File: src/rtl/piso_tx_ctrl.sv
// rtl/piso_tx_ctrl.sv - control FSM that feeds an external PISO shift register and frames its serial output
// Define PISO_TX_PARITY_EN to append an even-parity bit of the held word after the data bits.
module piso_tx_ctrl #(
  parameter int WIDTH      = 8,
  parameter int GAP_CYCLES = 1
) (
  input  logic             clk,
  input  logic             reset,
  input  logic [WIDTH-1:0] in_data,
  input  logic             in_valid,
  output logic             in_ready,
  input  logic             abort,
  input  logic             tx_hold,
  output logic             piso_load,
  output logic [WIDTH-1:0] piso_d,
  output logic             piso_shift,
  input  logic             piso_sout,
  output logic             tx_bit,
  output logic             tx_valid,
  output logic             frame_start,
  output logic             frame_done,
  output logic             busy,
  output logic [15:0]      word_count
);

  localparam int CW = $clog2(WIDTH);
  localparam int GW = (GAP_CYCLES > 0) ? $clog2(GAP_CYCLES + 1) : 1;

`ifdef PISO_TX_PARITY_EN
  typedef enum logic [2:0] {S_IDLE, S_LOAD, S_SHIFT, S_PARITY, S_GAP} state_t;
`else
  typedef enum logic [1:0] {S_IDLE, S_LOAD, S_SHIFT, S_GAP} state_t;
`endif

  state_t           state;
  logic [WIDTH-1:0] hold_q;
  logic [CW-1:0]    bit_cnt;
  logic [GW-1:0]    gap_cnt;
  logic [15:0]      wc_q;

  logic handshake;
  logic shift_now;
  logic last_data;
`ifdef PISO_TX_PARITY_EN
  logic par_now;
`endif

  // An abort in the same cycle suppresses that cycle's bit so a dropped frame never reports completion.
  always_comb begin
    in_ready   = reset & (state == S_IDLE);
    handshake  = in_valid & in_ready;
    piso_load  = (state == S_LOAD);
    piso_d     = piso_load ? hold_q : '0;
    shift_now  = (state == S_SHIFT) & ~tx_hold & ~abort;
    last_data  = (bit_cnt == CW'(WIDTH - 1));
    piso_shift = shift_now;
    busy       = (state != S_IDLE);
    word_count = wc_q;
    frame_start = shift_now & (bit_cnt == '0);
`ifdef PISO_TX_PARITY_EN
    par_now    = (state == S_PARITY) & ~tx_hold & ~abort;
    tx_valid   = shift_now | par_now;
    tx_bit     = (shift_now & piso_sout) | (par_now & (^hold_q));
    frame_done = par_now;
`else
    tx_valid   = shift_now;
    tx_bit     = shift_now & piso_sout;
    frame_done = shift_now & last_data;
`endif
  end

  always_ff @(posedge clk) begin
    if (!reset) begin
      state   <= S_IDLE;
      hold_q  <= '0;
      bit_cnt <= '0;
      gap_cnt <= '0;
      wc_q    <= '0;
    end else if (abort && (state != S_IDLE)) begin
      state   <= S_IDLE;
      bit_cnt <= '0;
      gap_cnt <= '0;
    end else begin
      if (frame_done) begin
        wc_q <= wc_q + 16'd1;
      end
      case (state)
        S_IDLE: begin
          if (handshake) begin
            hold_q <= in_data;
            state  <= S_LOAD;
          end
        end
        S_LOAD: begin
          bit_cnt <= '0;
          state   <= S_SHIFT;
        end
        S_SHIFT: begin
          if (shift_now) begin
            if (last_data) begin
              bit_cnt <= '0;
`ifdef PISO_TX_PARITY_EN
              state   <= S_PARITY;
`else
              gap_cnt <= '0;
              if (GAP_CYCLES > 0) state <= S_GAP;
              else                state <= S_IDLE;
`endif
            end else begin
              bit_cnt <= bit_cnt + CW'(1);
            end
          end
        end
`ifdef PISO_TX_PARITY_EN
        S_PARITY: begin
          if (par_now) begin
            gap_cnt <= '0;
            if (GAP_CYCLES > 0) state <= S_GAP;
            else                state <= S_IDLE;
          end
        end
`endif
        S_GAP: begin
          if (gap_cnt == GW'(GAP_CYCLES - 1)) begin
            gap_cnt <= '0;
            state   <= S_IDLE;
          end else begin
            gap_cnt <= gap_cnt + GW'(1);
          end
        end
        default: state <= S_IDLE;
      endcase
    end
  end

endmodule

File: config.mk
export PLATFORM = sky130hd
export DESIGN_NAME = piso_tx_ctrl
export DESIGN_NICKNAME = d
export VERILOG_FILES = /design/src/rtl/piso_tx_ctrl.sv
export SDC_FILE = /design/constraint.sdc
export NUM_CORES = 1
export LEC_CHECK = 0
export BUFFER_PORTS_ARGS = -buffer_cell sky130_fd_sc_hd__buf_2
export CAP_MARGIN = 20
export CORE_MARGIN = 8
export CORE_UTILIZATION = 49
export DETAILED_ROUTE_END_ITERATION = 6
export GPL_ROUTABILITY_DRIVEN = 0
export PLACE_DENSITY = 0.78
export SYNTH_ARGS = -nofsm -noshare
export SYNTH_HDL_FRONTEND = slang
export SYNTH_SLANG_ARGS = --single-unit
File: constraint.sdc
create_clock -name clk -period 2.7 [get_ports clk]
set_input_delay 0.27 -clock clk [delete_from_list [all_inputs] [get_ports clk]]
set_output_delay 0.27 -clock clk [all_outputs]
set_load 0.02 [all_outputs]
==> flow_summary.toml <==
[run_status]
status = "complete, no violations"

[min_path]
worstHoldStart = "in_data[6]"
min_delay_path_depth = 3
whs_endpoint = "hold_q[6]"
hp-class = "primary input to register"

[grt]
grt_max_degree = 18
grt_usage = 0.132
overflow = 0
grt_pass1_vias = 1256
grt_pass1_wl_mm = 5.43
grt_antenna_before_repair = 0

[power_and_ir_drop]
p_leak_nw = 0.755
peakVddDrop_uv = 544
power_mw = 0.977
power.density_mw_per_mm2 = 581

[logic_synthesis]
async_flop_share = 0
yosysSeqAreaShare = 0.420
syn_avg_cell_area_um2 = 8.22
synthTopCellsByArea = "dfxtp_1, nand2_1, ha_1"
yosys_most_used_dff = "dfxtp_1"
synth_area_mm2 = 0.00138
yosysTopAreaCellShare = 0.420
ys_types = 30
syn_nets = 189
synth_edf_count = 0
yosys-top-cells-count = "dfxtp_1, nand2_1, nor2_1"
synthMostInstantiatedCell = "dfxtp_1"
postSynthRegisterBits = 29
synthCells = 168
yosys.area.top_type = "dfxtp_1"
ys_warn_count = 0

[die]
die_area_mm2 = 0.00477
rows = 19
pin_count = 46
fp.dieH_um = 69.1
die_w_um = 69.1
fp.coreArea_mm2 = 0.00271
initial_utilization = 0.510

[route]
vias_per_cell = 5.30
drc = 0
dr.pass1.iters = 4
ant_nets = 0
vias = 1304
dr.first_iter.drc_count = 45
routedWlPerCell_um = 12.7
drt_wl_total_mm = 3.12

[timing]
drv_slew = 0
post-route-period-util = 0.756
fmax_mhz = 490
final.setup_skew_ns = 0.00434
relSlewSlack = 0.661
hold-worst-slack_ns = 0.135
fin_tns_setup_ns = 0
grt_setup_unrepaired = "false"
tightest_slew_ns = 0.504
setup_viol = 0
hold_viol_final = 0
min_period_ns = 2.04

[finish]
fill_cells = 270
nets = 236
utilization = 0.620
area_growth_pct = 21.7
antennaDiodeCount = 0
drive_gt1_frac = 0.251

[clocking]
clock_sinks = 29
cts_root_buffer = "clkbuf_4"
cts_resized = 0
clock_latency_ns = 0.33
clk_pin_slew_worst_paths_ns = 0.08
cts_buffers = 5
post_cts.repair.setup_buffers = 0
h-tree-depth = 2
cts_tree = "done"
clock_path_buffers = 2
ctsHoldBuffers = 0

[critical_path]
path_common_cell = "inv_1"
cp.arrival_ns = 1.77
critPathMaxStageDelay_ns = 0.33
worst_setup_path_start_kind = "register"
reg2reg_slack_ns = 0.70
startpoint = "state[0]"
cp_top_family = "simple AND/OR/NAND/NOR gates"
worstPathBufferInverterCount = 3
worstPathRequired_ns = 2.43
end_kind = "output port"
critPathSlowestCell = "dfxtp_1"
r2r-start = "bit_cnt[0]"
rr_worst_depth = 6
critPathKind = "register to output port"
cp_cell_sequence = "inv_1, ha_1, nor2b_1, nand2b_1, inv_1, and2_1, buf_2"
crit_fanout = 6
timing.rr.end = "word_count[12]"

[placement]
dpl.hpwl_mm = 2.38
port-buffer-count = 45

[job]
maxCapViolations = 0
## state kept, by name, indices dropped and copies added (netlist names)
register,count
word_count,16
hold_q,8
bit_cnt,3
state,2
## power breakdown
part | switching (mW) | internal (mW) | leakage, nW
Combinational | 0.149 | 0.0875 | 0.488
Sequential | 0.0164 | 0.461 | 0.235
Clock | 0.141 | 0.123 | 0.0314
Total | 0.306 | 0.671 | 0.755
## metrics by stage
step                      std cells  cell area, um^2  setup WS, ns
final                           246             1680         0.658
after detailed placement        239             1630         0.690
after global placement          239             1630         0.737
after CTS                       246             1680         0.633
after floorplan                 168             1380         0.789
after global routing            246             1680         0.475
## worst min-delay path: stages
cell and delay [ns]:
buf_2 0.07, nand2_1 0.04, o21ai_0 0.05
## area by class of cell
class,instances,area [um^2],share of cell area
multi-input cells,122,733,0.436
flip-flops and latches,29,581,0.345
repair buffers,46,233,0.138
clock buffers,7,55.1,0.0327
inverters,11,41.3,0.0246
well taps,31,38.8,0.0231
## worst max-delay path by stage
stage	endpoint	slack [ns]	depth (start not counted)
2_1_floorplan	word_count[12]	0.79	6
3_3_place_gp	word_count[12]	0.74	6
3_5_place_dp	word_count[12]	0.69	6
4_1_cts	tx_bit	0.63	7
5_1_grt	tx_bit	0.48	7
6_report	tx_bit	0.66	7
## logic make-up (layout without fill, tap and decap cells)
logic type      Yosys count  after routing  share of synthesized area
simple gates             80             80                      0.293
flops                    29             29                      0.420
buf+inv                  17             64                     0.0489
compound gates           23             23                     0.0960
fa+ha+maj                 7              7                     0.0634
mux                       2              2                     0.0145
xor+xnor                 10             10                     0.0634
## layer usage
metal | wire [um] | part of all wire | track usage | up-vias
met3 | 244 | 0.078 | 0.0572 | 7
met1 | 1410 | 0.45 | 0.143 | 592
met5 | 0 | 0 | 0 | -
met4 | 59 | 0.019 | 0.0683 | 0
met2 | 1410 | 0.45 | 0.211 | 45
li1 | - | - | - | 660
## cells in the final DEF, fill, tap and decap left out, types with 2 or more instances in the layout
| cell | instances |
|---|---|
| nand4_1 | 3 |
| buf_2 | 45 |
| nand3_1 | 10 |
| mux2i_1 | 2 |
| nand2b_1 | 3 |
| and2_1 | 9 |
| clkbuf_4 | 5 |
| o21ai_0 | 10 |
| ha_1 | 7 |
| nand2_1 | 25 |
| xnor2_1 | 8 |
| nor4_1 | 5 |
| a21oi_1 | 8 |
| dfxtp_1 | 29 |
| or3_1 | 4 |
| o31ai_1 | 2 |
| xor2_1 | 2 |
| or4_1 | 2 |
| nor2_1 | 13 |
| inv_1 | 10 |
(Power assumes the default switching activity.)
